==> src/rtl/uart_lpc_bridge.sv <==
// uart_lpc_bridge
//
// Turns a byte stream from a UART receiver into LPC host I/O cycles and
// sends the read data plus one status byte back through the UART
// transmitter.
//
// A frame is: command byte, address high, address low, then N data bytes
// for writes only.
// Command byte: bit7 = write, bit4 = auto-increment address,
// bits[BURST_BITS-1:0] = N-1. All other bits are ignored.
// Each read returns one byte and every frame ends with status 0xA5. When
// the watchdog fires, the status byte is 0xEE instead.
//
// Ports
//   clk, reset       single clock, asynchronous active-high reset
//   dataValid/rxData received UART byte strobe and data
//   txReady          UART transmitter idle
//   txSend/txData    one-cycle transmit strobe and byte
//   hostAddr/hostInData/hostIsWrite/hostStart  LPC host request
//   hostIsReady      LPC host can accept a start
//   hostGotResponse/hostOutData                LPC host completion
//   busy             parser is not idle
//   droppedBytes     saturating count of ignored bytes
//
// Optional feature: define LPC_BRIDGE_TIMEOUT_EN to add the response
// watchdog. TIMEOUT_CYCLES sets its limit.

module uart_lpc_bridge #(
    parameter int RESP_DEPTH     = 16,
    parameter int BURST_BITS     = 4,
    parameter int TIMEOUT_CYCLES = 1024
) (
    input  logic        clk,
    input  logic        reset,
    input  logic        dataValid,
    input  logic [7:0]  rxData,
    input  logic        txReady,
    output logic        txSend,
    output logic [7:0]  txData,
    output logic [15:0] hostAddr,
    output logic [7:0]  hostInData,
    output logic        hostIsWrite,
    output logic        hostStart,
    input  logic        hostIsReady,
    input  logic        hostGotResponse,
    input  logic [7:0]  hostOutData,
    output logic        busy,
    output logic [7:0]  droppedBytes
);

    localparam int PW = $clog2(RESP_DEPTH);
    localparam int CW = PW + 1;
    localparam logic [CW-1:0] DEPTH_C = CW'(RESP_DEPTH);

    typedef enum logic [2:0] {
        IDLE, ADDR_HI, ADDR_LO, WDATA, ISSUE, WAIT, DISCARD, STATUS
    } stateT;

    stateT                 state_q;
    logic                  isWrite_q;
    logic                  autoInc_q;
    logic [BURST_BITS-1:0] cnt_q;
    logic [15:0]           hostAddr_q;
    logic [7:0]            hostInData_q;
    logic                  hostStart_q;
    logic [7:0]            dropped_q;
    logic                  txSend_q;
    logic [7:0]            txData_q;

    logic [7:0]    mem [RESP_DEPTH];
    logic [PW-1:0] wrPtr_q, rdPtr_q;
    logic [CW-1:0] count_q;

    logic       pushEn, popEn, roomForTwo, roomForOne, timedOut;
    logic [7:0] pushData;

`ifdef LPC_BRIDGE_TIMEOUT_EN
    localparam int WW = $clog2(TIMEOUT_CYCLES + 1);
    logic [WW-1:0] wdog_q;
    logic          timedOut_q;
    assign timedOut = timedOut_q;
`else
    logic [31:0] unusedTimeoutCycles;
    assign unusedTimeoutCycles = 32'(TIMEOUT_CYCLES);
    assign timedOut = 1'b0;
`endif

    // A read is only started when its data byte and the closing status
    // byte both still fit, so the FIFO can never overflow.
    assign roomForTwo = (count_q <= DEPTH_C - CW'(2));
    assign roomForOne = (count_q != DEPTH_C);
    assign popEn      = (count_q != '0) && txReady && !txSend_q;

    always_comb begin
        pushEn   = 1'b0;
        pushData = hostOutData;
        if (state_q == WAIT && hostGotResponse && !isWrite_q) begin
            pushEn = 1'b1;
        end else if (state_q == STATUS && roomForOne) begin
            pushEn   = 1'b1;
            pushData = timedOut ? 8'hEE : 8'hA5;
        end
    end

    always_ff @(posedge clk or posedge reset) begin
        if (reset) begin
            state_q      <= IDLE;
            isWrite_q    <= 1'b0;
            autoInc_q    <= 1'b0;
            cnt_q        <= '0;
            hostAddr_q   <= '0;
            hostInData_q <= '0;
            hostStart_q  <= 1'b0;
            dropped_q    <= '0;
`ifdef LPC_BRIDGE_TIMEOUT_EN
            wdog_q       <= '0;
            timedOut_q   <= 1'b0;
`endif
        end else begin
            hostStart_q <= 1'b0;
`ifdef LPC_BRIDGE_TIMEOUT_EN
            wdog_q <= '0;
`endif
            if (dataValid && (state_q == ISSUE || state_q == WAIT || state_q == STATUS)
                && dropped_q != 8'hFF) begin
                dropped_q <= dropped_q + 8'd1;
            end
            case (state_q)
                IDLE: if (dataValid) begin
                    isWrite_q <= rxData[7];
                    autoInc_q <= rxData[4];
                    cnt_q     <= rxData[BURST_BITS-1:0];
`ifdef LPC_BRIDGE_TIMEOUT_EN
                    timedOut_q <= 1'b0;
`endif
                    state_q   <= ADDR_HI;
                end
                ADDR_HI: if (dataValid) begin
                    hostAddr_q[15:8] <= rxData;
                    state_q          <= ADDR_LO;
                end
                ADDR_LO: if (dataValid) begin
                    hostAddr_q[7:0] <= rxData;
                    state_q         <= isWrite_q ? WDATA : ISSUE;
                end
                WDATA: if (dataValid) begin
                    hostInData_q <= rxData;
                    state_q      <= ISSUE;
                end
                ISSUE: if (hostIsReady && (isWrite_q || roomForTwo)) begin
                    hostStart_q <= 1'b1;
                    state_q     <= WAIT;
                end
                WAIT: begin
                    if (hostGotResponse) begin
                        if (autoInc_q) hostAddr_q <= hostAddr_q + 16'd1;
                        if (cnt_q == '0) begin
                            state_q <= STATUS;
                        end else begin
                            cnt_q   <= cnt_q - 1'b1;
                            state_q <= isWrite_q ? WDATA : ISSUE;
                        end
                    end
`ifdef LPC_BRIDGE_TIMEOUT_EN
                    else if (wdog_q == WW'(TIMEOUT_CYCLES - 1)) begin
                        // cnt_q keeps the number of write bytes still to come
                        timedOut_q <= 1'b1;
                        state_q    <= STATUS;
                    end else begin
                        wdog_q <= wdog_q + 1'b1;
                    end
`endif
                end
                STATUS: if (roomForOne) begin
                    state_q <= (timedOut && isWrite_q && cnt_q != '0) ? DISCARD : IDLE;
                end
                DISCARD: if (dataValid) begin
                    cnt_q <= cnt_q - 1'b1;
                    if (cnt_q == BURST_BITS'(1)) state_q <= IDLE;
                end
                default: state_q <= IDLE;
            endcase
        end
    end

    always_ff @(posedge clk) begin
        if (pushEn) mem[wrPtr_q] <= pushData;
    end

    // Transmit drain: one byte per strobe, never two strobes back to back.
    always_ff @(posedge clk or posedge reset) begin
        if (reset) begin
            wrPtr_q  <= '0;
            rdPtr_q  <= '0;
            count_q  <= '0;
            txSend_q <= 1'b0;
            txData_q <= '0;
        end else begin
            txSend_q <= popEn;
            if (popEn) begin
                txData_q <= mem[rdPtr_q];
                rdPtr_q  <= rdPtr_q + 1'b1;
            end
            if (pushEn) wrPtr_q <= wrPtr_q + 1'b1;
            case ({pushEn, popEn})
                2'b10:   count_q <= count_q + 1'b1;
                2'b01:   count_q <= count_q - 1'b1;
                default: count_q <= count_q;
            endcase
        end
    end

    assign txSend       = txSend_q;
    assign txData       = txData_q;
    assign hostAddr     = hostAddr_q;
    assign hostInData   = hostInData_q;
    assign hostIsWrite  = isWrite_q;
    assign hostStart    = hostStart_q;
    assign busy         = (state_q != IDLE);
    assign droppedBytes = dropped_q;

endmodule
==> config.mk <==
export PLATFORM = sky130hd
export DESIGN_NAME = uart_lpc_bridge
export DESIGN_NICKNAME = d
export VERILOG_FILES = /design/src/rtl/uart_lpc_bridge.sv
export SDC_FILE = /design/constraint.sdc
export NUM_CORES = 1
export LEC_CHECK = 0
export BUFFER_PORTS_ARGS = -buffer_cell sky130_fd_sc_hd__buf_2
export CORE_MARGIN = 5
export CORE_UTILIZATION = 40
export CTS_CLUSTER_DIAMETER = 60
export DETAILED_ROUTE_END_ITERATION = 10
export PLACE_DENSITY = 0.64
export REMOVE_ABC_BUFFERS = 1
export SLEW_MARGIN = 20
export SYNTH_ARGS = -nofsm -noshare
export SYNTH_HDL_FRONTEND = slang
export SYNTH_SLANG_ARGS = --single-unit
==> constraint.sdc <==
create_clock -name clk -period 8.6 [get_ports clk]
set_input_delay 0.86 -clock clk [delete_from_list [all_inputs] [get_ports clk]]
set_output_delay 0.86 -clock clk [all_outputs]
set_load 0.01 [all_outputs]
==> reports/summary.txt, run 1 <==
Status - completed
Synth-to-Final Area Change - 14.1%
Syn Area/Cell - 14.5 um2
EDFF count, synth - 128
Comb power frac - 33.6%
Finish-stage setup viols - 0
Fmax achieved - 291 MHz
Total congestion overflow - 0
WL/cell - 19.5 um
Hold path depth - 2
Top_reg_cell synth - edfxtp_1
Placed insts - 898
DIE AREA - 24,200 um2
Drt total wl - 18.2 mm
WP data required - 8.92 ns
FILL cells - 1,850
Setup bufs post-CTS - 0
Net Switching - 1.22 mW
Vias in the first global route - 5,161
Critical path class - flop to flop
Switching share of power - 36.9%
Layout cells sized above 1 - 27.5%
Synth top area share - 45.3%
Pre-antenna DRT Iters - 5
Minimum clock period - 3.44 ns
Buffers on Ports - 65
Core area - 21,000 um2
Tot Pwr - 3.29 mW
Clock power frac - 24.5%
Unique masters post-synth - 59
Initial antenna violation count - 0
RR Endpoint - count_q[4]
GRT Total Usage - 15.3%
Seq/Total Area, Yosys - 64.2%
Fin nets - 677
Startpoint types - flop
Mapped Cells - 585
Pre-CTS setup slack - 5.09 ns
Dominant cell type by area after synthesis - edfxtp_1
Min-Delay Endpoint - txData[4]
Clock skew - 0.0231 ns
CTS tree - done
Ports - 66
Fin crit share - 40.0%
Hold buffers post-CTS - 0
Initial core utilization - 40.5%
Max clock buf depth - 2
R2R setup slack - 5.16 ns
Hold WS - 0.485 ns
Peak supply drop - 0.206 mV
Crit path DAT - 3.76 ns
Die height - 156 um
Critical Path Sink Type - flop
Worst slew pin tran - 1.11 ns
Site row count - 53
Initial DRC count - 493
Post-synthesis async set-or-reset flop share - 33.3%
Hold Vio Cnt, Final - 0
Via count - 5,105
Chip width - 156 um
Hold WC Path Type - flop to flop
DRC violations left - 0
CTS Buf Count - 17
Ys Warns - 0
Pin count of the biggest net entering global routing - 65
Most frequent cell after synthesis - edfxtp_1
Post-cts sizing count - 0
Peak fanout along the critical path - 17
Max-cap violations - 0
Share of total power in sequential cells - 41.9%
Area after DPL - 9030 um2
Synth area leaders - edfxtp_1 45%, dfrtp_1 19%, mux4_2 8.5%
Pins Over Slew Limit - 0
Leakage dissipation - 3.58 nW
Flops & latches, synth - 192
H-tree depth - 4
Min-delay src - txData[4]
Diode count - 0
Synthesized area - 8480 um2
Setup TNS - 0 ns
Post-Layout Inst Area - 9680 um2
Worst Reg-to-Reg Cells - 10
Unrepaired setup endpoints after global routing - false
First-pass GRT wire length - 29.1 mm
Clk_lat worst skew - 0.45 ns
Cell Pwr Density - 340 nW/um2
Routed vias/inst - 5.49
Final WS setup - 5.16 ns
Post-route insts no fill - 930
Clock sink count - 192
Synth cell count leaders - 128 x edfxtp_1, 64 x dfrtp_1, 50 x nand2_1
CTS clock-pin slew for the worst setup and hold paths - 0.08 ns
Internal power - 2.08 mW
Post-DP HPWL - 11.9 mm
Final core occ - 46.2%
R2R Path Start - count_q[1]
Clock root cell - clkbuf_16
Slew HR - 26.0%
Post-route ant nets - 0
Global placer's final weighted congestion - 0.825
-- power groups by stage --
stage | clock network (mW) | registers, mW | logic (mW)
finish | 0.805 | 1.38 | 1.11
global route | 0.861 | 1.41 | 1.22
CTS | 0.821 | 1.38 | 1.12
detailed placement | 0 | 1.40 | 1.11
global placement | 0 | 1.38 | 1.07
floorplan | 0 | 1.45 | 0.674
-- area by class of cell --
| class | count | area [um2] | area share, % |
|---|---|---|---|
| well taps | 275 | 344 | 3.56 |
| flip-flops and latches | 192 | 5450 | 56.3 |
| clock buffers | 17 | 425 | 4.40 |
| inverters | 9 | 33.8 | 0.349 |
| multi-input cells | 352 | 2870 | 29.6 |
| repair buffers | 70 | 363 | 3.75 |
| clock inverters | 15 | 199 | 2.06 |
-- logic make-up (layout without fill, tap and decap cells) --
group / Yosys count / in the layout / synth area share [%]
fa+ha+maj: 13 / 13 / 1.92
simple gates: 145 / 145 / 8.76
mux: 65 / 65 / 12.7
compound gates: 110 / 110 / 7.97
xor+xnor: 19 / 19 / 1.96
buf+inv: 41 / 111 / 2.45
flops: 192 / 192 / 64.2
-- how the worst max path moves through the flow --
stage | endpoint | start | slack (ns) | cells after the start
after global routing | count_q[4] | count_q[1] | 4.86 | 10
after detailed placement | count_q[4] | hostGotResponse | 5.09 | 10
final | count_q[4] | count_q[1] | 5.16 | 10
after global placement | count_q[4] | hostGotResponse | 5.30 | 10
after floorplan | count_q[4] | hostGotResponse | 5.68 | 9
after CTS | count_q[4] | count_q[1] | 5.19 | 10
-- state kept, by name (all words and copies together) (netlist names), 3 cells and up --
signal        cells
mem             128
hostAddr         16
droppedBytes      8
hostInData        8
txData            8
count_q           5
cnt_q             4
rdPtr_q           4
wrPtr_q           4
state_q           3
-- placed cells by master (no fill, tap or decap), types with 5 or more instances in the layout --
cell type    n
nand4_1     10
nand2b_1     7
dfrtp_1     63
a21oi_1     32
mux2i_1     11
ha_1        13
nor2_1      19
nand3_1     13
buf_2       65
mux2_2      21
o21ai_0     30
xnor2_1     11
or2_2        5
and3_1       7
o22ai_1      6
clkbuf_16   17
a21o_1       5
nand2_1     50
buf_4        5
clkinv_8     7
mux4_2      32
o21ai_1     11
inv_1        7
xor2_1       8
edfxtp_1   128
-- metal layers --
layer | GRT usage [%] | up-vias | wire, um
met5 | 0 | - | 0
met4 | 3.96 | 0 | 194
met3 | 3.19 | 16 | 769
met2 | 24.9 | 133 | 9110
met1 | 21.3 | 2614 | 8090
li1 | - | 2342 | -
-- critical path, cell delays in order, from the launching register on --
cell,delay [ns]
dfrtp_1,0.49
nor4_1,0.36
a21boi_0,0.16
o211ai_2,0.76
ha_1,0.50
xor2_1,0.12
ha_1,0.23
o211a_1,0.24
o31ai_1,0.22
a31oi_1,0.08
xor2_1,0.16
(Power assumes the default switching activity.)
==> inputs of run 2 (changes only) <==
--- a/config.mk
+++ b/config.mk
@@ -10,7 +10,7 @@
 export CORE_UTILIZATION = 40
 export CTS_CLUSTER_DIAMETER = 60
 export DETAILED_ROUTE_END_ITERATION = 10
-export PLACE_DENSITY = 0.64
+export PLACE_DENSITY = 0.66
 export REMOVE_ABC_BUFFERS = 1
 export SLEW_MARGIN = 20
 export SYNTH_ARGS = -nofsm -noshare
==> constraint.sdc (replaced) <==
create_clock -name clk -period 3 [get_ports clk]
set_input_delay 0.3 -clock clk [delete_from_list [all_inputs] [get_ports clk]]
set_output_delay 0.3 -clock clk [all_outputs]
set_load 0.01 [all_outputs]
==> run 2 against run 1 <==
  * Design area is 1.5% higher
  * Final cell count is 2.5% higher
  * Global-route usage is 0.27 points higher
  * Non-clock buffer count is 23 higher
  * Total power grew to 2.9 times the previous value
  * Combinational power grew to 3.0 times the previous value
  * Clock skew is 0.011 ns lower
  * Sequential share of layout area is 0.84 points lower
==> reports/summary.txt, run 2 (synthesis results as in run 1) <==
Fmax achieved - 368 MHz (+26%)
Synth-to-Final Area Change - 15.9%
First-pass GRT wire length - 29.4 mm (+1.0%)
Crit path DAT - 3.03 ns (-0.73 ns)
Site row count - 53 (unchanged)
Core area - 21,000 um2 (unchanged)
Hold WC Path Type - primary input to flop
RR Endpoint - count_q[4]
R2R Path Start - count_q[1]
Unrepaired setup endpoints after global routing - false
GRT met2 Usage - 27.5% (+2.6 points)
CTS Buf Count - 17 (unchanged)
Min-delay src - rxData[6]
Top Usage Layer GRT - met2
Initial core utilization - 40.5% (unchanged)
FILL cells - 1,833 (-0.92%)
Post-DP HPWL - 12.3 mm (+3.4%)
Max-cap violations - 0 (unchanged)
Worst Reg-to-Reg Cells - 10 (unchanged)
Global placer's final weighted congestion - 0.872 (+5.7%)
Drt total wl - 18.2 mm (+0.39%)
Hold path depth - 2 (unchanged)
Fin nets - 700 (+3.4%)
Startpoint types - flop
Total congestion overflow - 0 (unchanged)
Crit path depth - 10 (unchanged)
Vias in the first global route - 5,383 (+4.3%)
Bufs and invs on worst path - 1 (+1)
M1 GR Usage - 19.3% (-2.0 points)
Reg with most FFs - mem
Final core occ - 46.9% (+0.70 points)
Clock root cell - clkbuf_16
Max clock buf depth - 2 (unchanged)
Status - completed
Ports - 66 (unchanged)
Fin crit share - 90.7% (+51 points)
Initial antenna violation count - 1 (+1)
DIE AREA - 24,200 um2 (unchanged)
Routed vias/inst - 5.44 (-0.90%)
Layout cells sized above 1 - 28.6% (+1.1 points)
Most frequent cells in the layout - 128 x edfxtp_1, 65 x buf_2, 63 x dfrtp_1
Commonest non-fill, non-tap cell in the layout - edfxtp_1
Cell Pwr Density - 968 nW/um2 (+180%)
Clock sink count - 192 (unchanged)
Critical path class - flop to flop
Critical Path Sink Type - flop
Cell mode on critical path - xor2_1
Crit path largest cell delay - 0.59 ns (-0.17 ns)
Pin count of the biggest net entering global routing - 30 (-54%)
Minimum clock period - 2.72 ns (-0.719 ns)
Finish-stage setup viols - 0 (unchanged)
CP top delay family - compound AO/OA/AOI/OAI gates
Pins Over Slew Limit - 0 (unchanged)
DRC violations left - 0 (unchanged)
Area after DPL - 9180 um2 (+1.6%)
WL/cell - 19.1 um (-2.0%)
H-tree depth - 4 (unchanged)
Tot Pwr - 9.51 mW (+190%)
Post-route ant nets - 0 (unchanged)
Max reg flops - 128 (unchanged)
Critical Path Slowest Stage Cell - or4_4
Peak supply drop - 0.539 mV (+160%)
Clk_lat worst skew - 0.44 ns (about the same)
Multi-input logic area - 2830 um2 (-1.3%)
Hold Vio Cnt, Final - 0 (unchanged)
Pre-CTS setup slack - 0.194 ns (-4.89 ns)
Buffers on Ports - 65 (unchanged)
Final WS setup - 0.279 ns (-4.88 ns)
Chip width - 156 um (unchanged)
Min-Delay Endpoint - hostInData[6]
Clock skew - 0.0123 ns (-0.0108 ns)
Diode count - 0 (unchanged)
Cell breakdown of the critical path - or4_4 > o21ai_4 > inv_2 > ha_2 > xor2_1 > ha_1 > o211a_1 > o31ai_1 > a31oi_1 > xor2_1
R2R setup slack - 0.28 ns (-4.88 ns)
Setup TNS - 0 ns (unchanged)
Worst slew pin tran - 0.728 ns (-0.379 ns)
Via count - 5,184 (+1.5%)
CTS tree - done
GRT Total Usage - 15.6% (+0.27 points)
CTS clock-pin slew for the worst setup and hold paths - 0.08 ns (about the same)
Initial DRC count - 419 (-15%)
WP data required - 3.31 ns (-5.61 ns)
FF+latch area - 5450 um2 (unchanged)
Peak fanout along the critical path - 10 (-7)
Pre-antenna DRT Iters - 5 (unchanged)
Slew HR - 51.4% (+25 points)
Post-Layout Inst Area - 9820 um2 (+1.5%)
Global Route met3 Usage - 3.33% (+0.14 points)
Leakage dissipation - 3.70 nW (+3.2%)
Die height - 156 um (unchanged)
run 2: metal layers:
metal	share of wire (%)	wire [um]
met5	0.038	7
met4	1.6	299
met3	4.9	902
met2	53	9690
met1	40	7330
run 2: layout make-up:
type / count / area share, %
Timing Repair Buffer: 93 / 5.48
Clock inverter: 15 / 2.11
Multi-Input combinational cell: 352 / 28.8
Clock buffer: 17 / 4.33
Sequential cell: 192 / 55.4
Tap cell: 275 / 3.50
Inverter: 9 / 0.344
run 2: what timing repair did:
item	in CTS	in global routing
hold buffers	1	0
buffers inserted	0	0
hold endpoints to repair	10	0
resized for setup	0	1
endpoints found under the setup margin	0	1
run 2: metrics by stage:
| stage | std cells | hold WS [ns] |
|---|---|---|
| 5_1_grt | 953 | 0.138 |
| 2_1_floorplan | 553 | 0.436 |
| 3_5_place_dp | 920 | 0.273 |
| 4_1_cts | 953 | 0.130 |
| 3_3_place_gp | 920 | 0.271 |
| 6_report | 953 | 0.153 |
run 2: how the worst max path moves through the flow:
stage	start	end	slack [ns]
3_5_place_dp	count_q[1]	count_q[4]	0.19
4_1_cts	count_q[1]	count_q[4]	0.17
5_1_grt	count_q[1]	count_q[4]	0.08
2_1_floorplan	count_q[1]	count_q[4]	0.14
3_3_place_gp	count_q[1]	count_q[4]	0.30
6_report	count_q[1]	count_q[4]	0.28
run 2: power by group:
group	switching, mW	internal, mW
clock	1.12	1.22
sequential	0.514	3.37
combinational	1.79	1.51
